===== src/rtl/reg_bus_master.sv =====
// Register access bus initiator: one request at a time goes through a write or read
// bus phase, and each request gets exactly one response through a valid/ready handshake.
module reg_bus_master #(
  parameter int ADDR_W    = 33,
  parameter int DATA_W    = 33,
  parameter int RDATA_W   = 21,
  parameter int READ_WAIT = 1,
  parameter int CNT_W     = 16
) (
  input  logic               clock,
  input  logic               reset,
  input  logic               req_valid,
  output logic               req_ready,
  input  logic               req_write,
  input  logic [ADDR_W-1:0]  req_addr,
  input  logic [DATA_W-1:0]  req_wdata,
  output logic               rsp_valid,
  input  logic               rsp_ready,
  output logic               rsp_write,
  output logic [RDATA_W-1:0] rsp_rdata,
  output logic [ADDR_W-1:0]  address,
  output logic               write_enable,
  output logic [DATA_W-1:0]  write_data,
  output logic               read_enable,
  input  logic [RDATA_W-1:0] read_data,
  output logic               busy,
  output logic [CNT_W-1:0]   wr_count,
  output logic [CNT_W-1:0]   rd_count
);

  typedef enum logic [1:0] {IDLE, WRITE, READ, RESP} state_t;

  localparam logic [3:0] WAIT_INIT = 4'(READ_WAIT);

  state_t             state_q, state_d;
  logic [ADDR_W-1:0]  addr_q, addr_d;
  logic [DATA_W-1:0]  wdata_q, wdata_d;
  logic [3:0]         wait_q, wait_d;
  logic               rsp_write_q, rsp_write_d;
  logic [RDATA_W-1:0] rsp_rdata_q, rsp_rdata_d;
  logic [CNT_W-1:0]   wr_count_q, wr_count_d;
  logic [CNT_W-1:0]   rd_count_q, rd_count_d;

  always_ff @(posedge clock or posedge reset) begin
    if (reset) begin
      state_q     <= IDLE;
      addr_q      <= '0;
      wdata_q     <= '0;
      wait_q      <= '0;
      rsp_write_q <= 1'b0;
      rsp_rdata_q <= '0;
      wr_count_q  <= '0;
      rd_count_q  <= '0;
    end else begin
      state_q     <= state_d;
      addr_q      <= addr_d;
      wdata_q     <= wdata_d;
      wait_q      <= wait_d;
      rsp_write_q <= rsp_write_d;
      rsp_rdata_q <= rsp_rdata_d;
      wr_count_q  <= wr_count_d;
      rd_count_q  <= rd_count_d;
    end
  end

  always_comb begin
    state_d     = state_q;
    addr_d      = addr_q;
    wdata_d     = wdata_q;
    wait_d      = wait_q;
    rsp_write_d = rsp_write_q;
    rsp_rdata_d = rsp_rdata_q;
    wr_count_d  = wr_count_q;
    rd_count_d  = rd_count_q;
    case (state_q)
      IDLE: begin
        if (req_valid) begin
          addr_d  = req_addr;
          wdata_d = req_wdata;
          wait_d  = WAIT_INIT;
          state_d = req_write ? WRITE : READ;
        end
      end
      WRITE: begin
        if (~&wr_count_q) wr_count_d = wr_count_q + 1'b1;
        rsp_rdata_d = '0;
        rsp_write_d = 1'b1;
        state_d     = RESP;
      end
      READ: begin
        // read_enable stays up while the wait counter drains; sample on the zero cycle
        if (wait_q == 4'd0) begin
          if (~&rd_count_q) rd_count_d = rd_count_q + 1'b1;
          rsp_rdata_d = read_data;
          rsp_write_d = 1'b0;
          state_d     = RESP;
        end else begin
          wait_d = wait_q - 4'd1;
        end
      end
      RESP: begin
        if (rsp_ready) state_d = IDLE;
      end
      default: state_d = IDLE;
    endcase
  end

  always_comb begin
    req_ready    = (state_q == IDLE);
    busy         = (state_q != IDLE);
    rsp_valid    = (state_q == RESP);
    write_enable = (state_q == WRITE);
    read_enable  = (state_q == READ);
    address      = (state_q == WRITE || state_q == READ) ? addr_q : '0;
    write_data   = (state_q == WRITE) ? wdata_q : '0;
    rsp_write    = rsp_write_q;
    rsp_rdata    = rsp_rdata_q;
    wr_count     = wr_count_q;
    rd_count     = rd_count_q;
  end

endmodule


===== config.mk =====
export PLATFORM = sky130hd
export DESIGN_NAME = reg_bus_master
export DESIGN_NICKNAME = d
export VERILOG_FILES = /design/src/rtl/reg_bus_master.sv
export SDC_FILE = /design/constraint.sdc
export NUM_CORES = 1
export LEC_CHECK = 0
export ABC_AREA = 0
export CAP_MARGIN = 0
export CELL_PAD_IN_SITES_DETAIL_PLACEMENT = 1
export CELL_PAD_IN_SITES_GLOBAL_PLACEMENT = 1
export CORE_MARGIN = 2
export CORE_UTILIZATION = 34
export CTS_CLUSTER_DIAMETER = 60
export DETAILED_ROUTE_END_ITERATION = 16
export PLACE_DENSITY_LB_ADDON = 0.1
export SLEW_MARGIN = 15
export SYNTH_ARGS = -nofsm -noshare
export SYNTH_HDL_FRONTEND = slang
export SYNTH_SLANG_ARGS = --single-unit

===== constraint.sdc =====
create_clock -name clock -period 5 [get_ports clock]
set_input_delay 1 -clock clock [delete_from_list [all_inputs] [get_ports clock]]
set_output_delay 1 -clock clock [all_outputs]
set_load 0.02 [all_outputs]

Word level (Yosys, flattened, before mapping)
Index checks and enable logic that the tools add are counted.
Word-level totals
  register bits after elaboration: 126
  bits in latches: 0
  bits in writable memories: 0
  bits in read-only memories: 0
  bits of input ports: 92
  output and inout bits: 125
  memories: 0
Operators by class
  $add $sub $neg: 3
  multipliers: 0
  div/mod/pow operators: 0
  $lt $le $gt $ge: 0
  eq/ne operators: 7
  shifts and indexed selects: 0
  multiplexer cells: 14
  bitwise operators: 2
  reduce and logical (&&, ||, !) cells: 14
Operator list (count)
  $mux 33: 2
  $pmux 21 s2: 1
  $add 16x1->16 const B: 2
  $reduce_and 16->1: 2
  $mux 21: 1
  $reduce_and 3->1: 3
  $mux 2: 4
  $mux 4: 2
  $pmux 2 s4: 1
  $pmux 4 s2: 1
  $reduce_and 2->1: 3
  $reduce_bool 2->1: 3
  $eq 2x2->1 const B: 2
  $logic_not 4->1: 1
  $ne 2x1->1 const B: 2
  $ne 2x2->1 const B: 2
  $sub 4x1->4 const B: 1
  $eq 2x1->1 const B: 1
  $logic_not 2->1: 1
  $not 1->1: 2
  $pmux 1 s2: 1
  $logic_or 1x1->1: 1
  $mux 1: 1

Depth between registers and ports, before layout
Gate-level depths: netlist (run 1).
  depth in word-level cells: 3
  depth in mapped cells: 7
  gate-level depth less buffers: 6

Worst setup path before layout (run 1)
OpenSTA, ideal clock, no wires.
  kind: register to output
  from: register state_q[1]
  to: output write_data[10]
  arrival: 1.461 ns
  slack: 2.539 ns
  stages on the path, launching flop included: 6
  cells stage by stage: dfrtp_1 > inv_1 > ha_1 > buf_2 > clkbuf_1 > and2_1
On the way
  cells in the longest elaborated chain, start to end: 2
RTL lines
  start: declaration: line 35  | state_t state_q, state_d;
  start signal: assignment: line 55  | state_q <= state_d;
  $eq 2x1->1
  via write_enable: line 22  | output logic write_enable,
  $mux 33: line 115  | write_data = (state_q == WRITE) ? wdata_q : '0;
  end: declaration: line 23  | output logic [DATA_W-1:0] write_data,
The timed path passes the listed nets, and every way through them passes these cells.

Final worst setup path (run 1)
  from: register state_q[0]
  to: output address[32]
On the way
  cells in the longest elaborated chain, start to end: 3
RTL lines
  $eq 2x1->1 or $eq 2x2->1 (tied branches): line 114  | address = (state_q == WRITE || state_q == READ) ? addr_q : '0;
  $logic_or 1x1->1 (*): line 114
  $mux 33 (*): line 114
  end: declaration: line 21  | output logic [ADDR_W-1:0] address,
Every way passes the cells marked *; elsewhere a longest branch is shown, timed or not.

==> results of run 1 <==
per-stage QoR:
| step | cells | hold WS, ns | setup slack [ns] |
|---|---|---|---|
| final | 918 | 0.493 | 1.45 |
| after global routing | 918 | 0.516 | 1.23 |
| after CTS | 918 | 0.496 | 1.37 |
| after detailed placement | 886 | 0.481 | 1.81 |
| after global placement | 886 | 0.479 | 1.92 |
| after floorplan | 466 | 0.471 | 0.644 |
layer usage:
layer / global-route usage / wire, µm / up-vias / share of wire
li1: - / - / 2061 / -
met1: 0.217 / 6350 / 2243 / 0.39
met2: 0.327 / 8470 / 117 / 0.52
met3: 0.0696 / 1200 / 16 / 0.074
met4: 0.0514 / 186 / 0 / 0.011
met5: 0 / 0 / - / 0
worst min path at each step:
stage / endpoint / slack [ns] / depth (start not counted)
6_report: wr_count[5] / 0.49 / 1
5_1_grt: wdata_q[16] / 0.52 / 1
4_1_cts: wr_count[5] / 0.50 / 1
3_5_place_dp: rsp_rdata[0] / 0.48 / 1
3_3_place_gp: wdata_q[16] / 0.48 / 1
2_1_floorplan: addr_q[28] / 0.47 / 1
cell usage after synthesis (all sizes together), types with 7 or more instances:
master,n,area share
xnor2,7,0.011
dfrtp,126,0.55
nand2,15,0.010
ha,9,0.020
xor2,17,0.026
mux2,71,0.14
inv,11,0.0073
nand4,11,0.012
clkbuf,16,0.011
and2,66,0.073
nand3,13,0.011
a21oi,7,0.0062
nor3,11,0.0097
a22o,21,0.032
nor2,15,0.0099
final cells by class:
type | count | share of cell area
clock buffers | 18 | 0.0505
clock inverters | 14 | 0.0167
inverters | 11 | 0.00503
multi-input cells | 307 | 0.278
flip-flops and latches | 126 | 0.362
well taps | 220 | 0.0316
repair buffers | 222 | 0.255
where the power goes:
part | internal (W) | switching [W] | leakage [nW]
registers | 0.00139 | 0.000235 | 1.58
clock network | 0.000744 | 0.000464 | 0.266
logic | 0.00129 | 0.00122 | 1.86
total | 0.00342 | 0.00192 | 3.71
sequential cells by signal, indices dropped and copies added, names as in the netlist:
name and flops:
wdata_q 33, addr_q 33, state_q 2, wait_q 4
rsp_write 1, rsp_rdata 21, wr_count 16, rd_count 16
cell usage in the layout (no fill, tap or decap), types with 9 or more instances in the layout:
master           netlist  layout
nor3_1                11      11
a22o_1                21      21
dfrtp_1              126     126
nor2_1                15      15
nand3_1               13      13
nand2_1               14      13
clkbuf_16              0      17
clkdlybuf4s50_1        0     216
xor2_1                17      17
inv_1                 11      10
nand4_1               11      11
and2_1                66      66
ha_1                   9       9
mux2_2                70      70
cell families after synthesis:
group                    Yosys count
AND/OR/NAND/NOR                  158
flip-flops                       126
multiplexers                      74
AO/OA/AOI/OAI                     42
buffers and inverters             33
XOR/XNOR                          24
adder cells (fa/ha/maj)            9
==> results by group, run 1 <==
Floorplan
  – Die area: 17,800 µm²
  – Die Height: 133 µm
  – # IOs: 217
  – Core Area: 16,500 µm²
  – Starting density of the core: 0.346
  – # rows: 47
  – Die width: 133 µm

Worst setup path
  – R2R depth: 6
  – Worst setup path end: address[32]
  – Crit path max-delay cell type: ha_1
  – Worst R2R Setup Slack: 2.60 ns
  – RR Endpoint: rd_count[15]
  – R2r startpoint: state_q[0]
  – WP buf/inv: 2
  – Critical Path RT: 4.00 ns
  – CP max stage delay: 0.79 ns
  – Critical path class: reg -> out
  – Arrival time worst endpoint: 2.55 ns
  – Element type at the critical path start: register
  – CP Depth: 4
  – CP startpoint: state_q[0]
  – CP max FO: 35
  – Top cell family by delay on the critical path: adder cells
  – Critical path, cell by cell: inv_1 -> ha_1 -> and2_1 -> clkdlybuf4s50_1
  – CP Capture Type: primary output

Timing
  – Max Clk Rate: 0.282 GHz
  – Least-Margin Pin Slew: 1.04 ns
  – Skew final: 0.00678 ns
  – # setup viols final: 0
  – Final min period: 3.55 ns
  – Rel. slew slack: 0.295
  – Final-report hold violation count: 0
  – Slew Viols, Final: 0
  – Setup TNS: 0 ns
  – Final period utilization: 0.710
  – RSZ-0062 raised after global routing: no

Synthesis
  – Complex-gate fraction of the synthesized area: 0.0545
  – Syn avg cell area: 12.2 µm²
  – Syn nets: 567
  – Post-synth ARST share: 1.00
  – Seq/Total Area, Yosys: 0.554
  – Register bit total from synthesis: 126
  – Cells after synthesis: 466
  – Ys flop type: dfrtp_1
  – Post-synthesis mux area share: 0.146
  – Combinational family with the most area after synthesis: simple AND/OR/NAND/NOR gates
  – Area fraction in and, or, nand and nor cells after synthesis: 0.166
  – Yosys warnings: 0
  – Syn Std Cell Area: 5690 µm²
  – Xor/xnor share of the synthesized area: 0.0369
  – Post-Synth Adder-Cell Area: 0.0198
  – Number of synthesized flops with an enable pin: 0
  – Count of different cell masters after synthesis: 42

Place
  – DPL Wire Length: 11,800 µm
  – Number of port buffers: 216
  – DP Area: 8110 µm²
  – Gp weighted congestion: 0.818

Clock network
  – Post-CTS Setup Bufs: 0
  – CTS clk-pin slew, worst paths: 0.06 ns
  – CTS sink count: 126
  – Clk Latency, worst-skew pair: 0.41 ns
  – CTS max path bufs: 2
  – CTS tree: yes
  – Root buf cell: clkbuf_16
  – Number of buffers created by CTS: 17
  – PostCTS Resize Cnt: 0
  – CTS H-tree lvls: 4
  – Cts hold-fix bufs: 0

GRT
  – Largest net degree at the start of global routing: 74
  – Global-route usage over all layers: 0.188
  – First-pass GRT wire length: 26,200 µm
  – Antenna violations before repair: 0
  – Remaining Overflow, GRT: 0
  – Vias in the first global route: 4,886

Layout
  – Area Overhead vs Synth: 52.8%
  – Number of diodes: 0
  – Post-layout util: 0.528
  – FF+latch area: 3150 µm²
  – Fin area: 8700 µm²
  – Fillers: 1,710
  – # nets final: 786
  – Multi-input gate area: 2420 µm²
  – Layout cells sized above 1: 0.168

Power
  – Overall Power: 0.00534 W
  – Power Density: 614 nW/µm²
  – P_leak: 3.71 nW
  – Peak VDD IR: 0.000380 V

Route
  – DR vias: 4,437
  – DR pass1 iterations: 4
  – Drt total wl: 16,200 µm
  – Via/cell ratio: 4.83
  – Initial DRC count: 164
  – DRC viols: 0
  – Avg WL per Cell: 17.6 µm
  – Detail Route Antenna Nets: 0

Hold path
  – Hold WC Path Type: reg -> reg
  – Hold wc startpoint: wr_count[5]

Flow run
  – Max_cap viols: 0

Status
  – Status: finished clean
Note: power is estimated with default switching activity, not from simulation.
==> inputs of run 2 (changes only) <==
Settings changed: CORE_UTILIZATION 34 to 31.
Clock period 5 ns to 3.2 ns, I/O delays scaled along.
==> run 2 against run 1 <==
Effect of this change:
- register-to-register slack got worse by 1.8 ns
- critical endpoint is now write_data[23]
- sequential power rose by 55%
- cell count rose by 1.1%
- power rose by 56%
- critical path type unchanged
- combinational power rose by 60%
==> results by group, run 2 (same netlist as run 1, synthesis figures left out) <==
Status
  – Status: finished clean

GRT
  – Vias in the first global route: 4,768 (-2.4%)
  – Antenna violations before repair: 0 (unchanged)
  – Largest net degree at the start of global routing: 119 (+61%)
  – Remaining Overflow, GRT: 0 (unchanged)
  – First-pass GRT wire length: 26,700 µm (+1.7%)
  – Global-route usage over all layers: 0.174 (-0.0135)

Worst setup path
  – Element type at the critical path start: register
  – CP max FO: 24 (-31%)
  – Critical Path RT: 2.56 ns (-1.44 ns)
  – Arrival time worst endpoint: 2.28 ns (-0.27 ns)
  – R2R depth: 6 (unchanged)
  – CP Capture Type: primary output
  – Critical path class: reg -> out

Clock network
  – Cts hold-fix bufs: 0 (unchanged)
  – CTS H-tree lvls: 4 (unchanged)
  – Number of buffers created by CTS: 17 (unchanged)
  – CTS tree: yes
  – Clk Latency, worst-skew pair: 0.41 ns (about the same)
  – Root buf cell: clkbuf_16
  – CTS sink count: 126 (unchanged)
  – CTS clk-pin slew, worst paths: 0.06 ns (about the same)
  – CTS max path bufs: 2 (unchanged)

Place
  – DPL Wire Length: 11,700 µm (-0.50%)
  – Number of port buffers: 216 (unchanged)
  – Gp weighted congestion: 0.772 (-5.6%)

Timing
  – Skew final: 0.00622 ns (-0.000564 ns)
  – Rel. slew slack: 0.543 (+0.248)
  – Max Clk Rate: 0.342 GHz
  – RSZ-0062 raised after global routing: no
  – Least-Margin Pin Slew: 0.685 ns (-0.358 ns)
  – Setup TNS: 0 ns (unchanged)
  – Slew Viols, Final: 0 (unchanged)
  – Final-report hold violation count: 0 (unchanged)
  – Final min period: 2.92 ns
  – Final period utilization: 0.913
  – # setup viols final: 0 (unchanged)

Power
  – Overall Power: 0.00834 W (+56%)
  – Power Density: 957 nW/µm² (+56%)
  – Peak VDD IR: 0.000590 V (+55%)
  – P_leak: 3.74 nW (+0.66%)

Route
  – DR pass1 iterations: 4 (unchanged)
  – Detail Route Antenna Nets: 0 (unchanged)
  – DRC viols: 0 (unchanged)
  – Drt total wl: 16,500 µm (+1.6%)
  – DR vias: 4,451 (+0.32%)
  – Initial DRC count: 147 (-10%)
  – Avg WL per Cell: 17.7 µm (+0.46%)
  – Via/cell ratio: 4.80 (-0.77%)

Layout
  – Area Overhead vs Synth: 53.1%
  – Most common cell after layout, fill and taps aside: clkdlybuf4s50_1
  – Most frequent cells in the layout: clkdlybuf4s50_1 (216), dfrtp_1 (126), mux2_2 (70), and2_1 (66), a22o_1 (21)
  – Layout cells sized above 1: 0.167 (-0.000240)
  – Fillers: 1,913 (+12%)
  – Multi-input gate area: 2420 µm² (+0.10%)
  – FF+latch area: 3150 µm² (unchanged)
  – Post-layout util: 0.485 (-0.0431)
  – # nets final: 789 (+0.38%)
  – Number of diodes: 0 (unchanged)

Floorplan
  – # rows: 49 (+4.3%)
  – Die width: 140 µm (+4.6%)
  – Core Area: 18,000 µm² (+9.1%)
  – Starting density of the core: 0.317 (-0.0288)
  – Die area: 19,500 µm² (+9.4%)
  – # IOs: 217 (unchanged)
  – Die Height: 140 µm (+4.6%)

Hold path
  – Hold WC Path Type: in -> async

Flow run
  – Max_cap viols: 0 (unchanged)
[run 2: final cells by class]
cell class,count,share of cell area
Multi-Input combinational cell,307,0.278
Sequential cell,126,0.362
Clock buffer,23,0.0560
Inverter,11,0.00517
Tap cell,229,0.0329
Clock inverter,7,0.00718
Timing Repair Buffer,225,0.259
[run 2: worst paths after layout]
check / start / to / slack (ns)
min in group clock: wdata_q[21] / wdata_q[21] / 0.50
setup reg to reg: state_q[0] / rd_count[15] / 0.82
hold reg to reg: wdata_q[21] / wdata_q[21] / 0.50
hold / removal: reset / wdata_q[22] / 0.50
max in group asynchronous: reset / addr_q[29] / 1.77
setup / recovery: state_q[1] / write_data[23] / 0.28
[run 2: per-layer routing]
metal | global-route usage | share of wire | vias to the layer above
met5 | 0 | 0 | -
met4 | 0.0484 | 0.012 | 0
met3 | 0.0699 | 0.065 | 14
met2 | 0.289 | 0.51 | 109
met1 | 0.210 | 0.42 | 2260
li1 | - | - | 2068
[run 2: stage by stage]
stage | hold slack (ns) | setup slack [ns] | instance area [µm²] | instances
2_1_floorplan | 0.471 | 1.01 | 5700 | 466
3_3_place_gp | 0.480 | 0.707 | 8160 | 898
3_5_place_dp | 0.486 | 0.577 | 8160 | 898
4_1_cts | 0.491 | 0.126 | 8710 | 928
5_1_grt | 0.501 | 0.0842 | 8710 | 928
6_report | 0.498 | 0.280 | 8710 | 928
[run 2: power by group]
part | leakage (nW) | internal [W] | switching (W)
clock | 0.274 | 0.00113 | 0.000683
combinational | 1.88 | 0.00205 | 0.00194
sequential | 1.58 | 0.00218 | 0.000357
total | 3.74 | 0.00536 | 0.00298
[run 2: timing repair]
| item | in CTS | in global routing |
|---|---|---|
| setup buffers | 0 | 0 |
| gates resized for setup | 0 | 1 |
| endpoints found under the hold margin | 0 | 0 |
| setup endpoints to repair | 0 | 1 |
[run 2: worst max-delay path: stages, from the launching register on]
cell and delay [ns]:
dfrtp_1 0.40, inv_1 0.14, ha_2 0.29, buf_4 0.26, and2_1 0.16, clkdlybuf4s50_1 0.62
==> inputs of run 3 (changes only) <==
Settings changed: CORE_MARGIN 2 to 1.5.
==> run 3 against run 2 <==
Effect of this change:
- first-iteration DRC count fell by 12%
- fmax fell by 0.73%
- via count fell by 0.81%
- clock power rose by 16%
- non-clock buffer count did not move
- clock-buffer cell count fell by 4
- design area rose by 1.1%
- combinational power barely moved
- worst setup slack got worse by 0.021 ns
- die area fell by 1.4%
- power rose by 3.3%
- global-route usage rose by 0.11 points
- critical path type unchanged
- highest routed layer is now met5
==> results by group, run 3 (same netlist as run 1, synthesis figures left out) <==
Status
  – Status: finished clean

Clock network
  – CTS max path bufs: 2 (unchanged)
  – CTS sink count: 126 (unchanged)
  – PostCTS Resize Cnt: 0 (unchanged)
  – Number of buffers created by CTS: 17 (unchanged)
  – CTS clk-pin slew, worst paths: 0.06 ns (about the same)
  – Clk Latency, worst-skew pair: 0.41 ns (about the same)
  – Cts hold-fix bufs: 0 (unchanged)
  – Post-CTS Setup Bufs: 0 (unchanged)
  – CTS tree: yes
  – Root buf cell: clkbuf_16
  – CTS H-tree lvls: 4 (unchanged)

Layout
  – Fillers: 1,860 (-2.8%)
  – Layout cells sized above 1: 0.169 (+0.00119)
  – # nets final: 789 (unchanged)
  – Most common cell after layout, fill and taps aside: clkdlybuf4s50_1
  – Number of diodes: 0 (unchanged)
  – Area Overhead vs Synth: 54.8%
  – Post-layout util: 0.490 (+0.00522)
  – Most frequent cells in the layout: clkdlybuf4s50_1 (216), dfrtp_1 (126), mux2_2 (70), and2_1 (66), a22o_1 (21)

Timing
  – Max Clk Rate: 0.340 GHz (-0.73%)
  – # setup viols final: 0 (unchanged)
  – Setup TNS: 0 ns (unchanged)
  – Final min period: 2.94 ns (+0.0213 ns)
  – Hold WS: 0.496 ns (-0.00149 ns)
  – Final period utilization: 0.919 (+0.00667)
  – Slew Viols, Final: 0 (unchanged)
  – RSZ-0062 raised after global routing: no
  – Final-report hold violation count: 0 (unchanged)
  – Least-Margin Pin Slew: 0.684 ns (-0.00156 ns)
  – Rel. slew slack: 0.543 (about the same)
  – Skew final: 0.00776 ns (+0.00154 ns)

Worst setup path
  – Crit path max-delay cell type: clkdlybuf4s50_1
  – R2R depth: 6 (unchanged)
  – Worst R2R Setup Slack: 0.71 ns (-0.11 ns)
  – CP Capture Type: primary output
  – R2r startpoint: state_q[0]
  – Top cell family by delay on the critical path: buffers and inverters
  – CP max stage delay: 0.65 ns (+0.03 ns)
  – Element type at the critical path start: register
  – Critical Path RT: 2.56 ns (about the same)
  – Arrival time worst endpoint: 2.30 ns (+0.02 ns)
  – WP buf/inv: 3 (unchanged)
  – Critical path, cell by cell: inv_1 -> ha_1 -> buf_4 -> and2_1 -> clkdlybuf4s50_1
  – CP max FO: 35 (+46%)
  – Critical path class: reg -> out
  – RR Endpoint: rd_count[15]

Floorplan
  – Die width: 139 µm (-0.72%)
  – Starting density of the core: 0.317 (unchanged)
  – Core Area: 18,000 µm² (unchanged)
  – # rows: 49 (unchanged)
  – # IOs: 217 (unchanged)
  – Die area: 19,200 µm² (-1.4%)
  – Die Height: 139 µm (-0.72%)

Route
  – DR vias: 4,415 (-0.81%)
  – Detail Route Antenna Nets: 0 (unchanged)
  – DRC viols: 0 (unchanged)
  – Avg WL per Cell: 17.5 µm (-1.2%)
  – Initial DRC count: 129 (-12%)
  – Drt total wl: 16,300 µm (-1.1%)
  – DR pass1 iterations: 3 (-1)
  – Via/cell ratio: 4.75 (-0.92%)

GRT
  – First-pass GRT wire length: 26,600 µm (about the same)
  – Remaining Overflow, GRT: 0 (unchanged)
  – Vias in the first global route: 4,906 (+2.9%)
  – Antenna violations before repair: 1 (+1)
  – Largest net degree at the start of global routing: 67 (-44%)
  – Global-route usage over all layers: 0.175 (+0.00112)

Hold path
  – Min-Delay Endpoint: wdata_q[14]
  – Hold wc startpoint: wdata_q[14]
  – Hold WC Path Type: reg -> reg
  – Hold Crit Depth: 1

Flow run
  – Max_cap viols: 0 (unchanged)

Power
  – Peak VDD IR: 0.000457 V (-22%)
  – Overall Power: 0.00861 W (+3.3%)
  – Power Density: 978 nW/µm² (+2.2%)
  – P_leak: 3.78 nW (+1.2%)

Place
  – Number of port buffers: 216 (unchanged)
  – DPL Wire Length: 11,600 µm (-0.99%)
  – Gp weighted congestion: 0.795 (+2.9%)
[run 3: changes by cell type in the layout (fill, tap and decap cells not counted)]
cell | previous run | this run
buf_12 | 2 | 3
buf_4 | 7 | 6
bufinv_16 | 1 | 5
clkbuf_1 | 2 | 1
clkbuf_8 | 4 | 1
ha_1 | 8 | 9
ha_2 | 1 | 0
inv_6 | 0 | 1
[run 3: layout make-up]
cell class / count / area (µm²) / share of cell area
flip-flops and latches: 126 / 3150 / 0.358
multi-input cells: 307 / 2420 / 0.275
repair buffers: 225 / 2270 / 0.257
clock buffers: 19 / 443 / 0.0503
well taps: 229 / 287 / 0.0325
clock inverters: 12 / 191 / 0.0217
inverters: 11 / 45.0 / 0.00511
[run 3: worst reg2reg max path, cell delays in order (launching register included)]
cell       delay (ns)
dfrtp_1          0.40
inv_1            0.13
ha_1             0.39
nand4bb_1        0.41
nor4_4           0.52
nand4_1          0.17
mux2_1           0.34
[run 3: worst max path at each step]
stage | slack, ns | from | endpoint | cells after the start
finish | 0.26 | state_q[0] | address[28] | 5
global placement | 0.72 | state_q[0] | address[28] | 5
global route | 0.1 | state_q[0] | address[3] | 5
CTS | 0.20 | state_q[0] | address[14] | 5
floorplan | 1.01 | reset | addr_q[0] | 1
detailed placement | 0.66 | state_q[0] | address[22] | 5
[run 3: metal layers]
layer  vias up  GRT usage  routed length (µm)  part of all wire
met3        19     0.0724                1220             0.075
met4         2     0.0571                 226             0.014
li1       2065          -                   -                 -
met2       126      0.286                7960              0.49
met5         -          0                  13           0.00080
met1      2203      0.210                6860              0.42
[run 3: power breakdown]
group	switching, W	internal, W	leakage (nW)
clock	0.000716	0.00139	0.313
combinational	0.00193	0.00204	1.88
sequential	0.000363	0.00218	1.58
[run 3: through the flow]
step / instance area (µm²) / setup WS (ns) / instances
after floorplan: 5700 / 1.01 / 466
after global placement: 8170 / 0.724 / 898
after detailed placement: 8170 / 0.661 / 898
after CTS: 8810 / 0.200 / 929
after global routing: 8810 / 0.0993 / 929
final: 8810 / 0.259 / 929
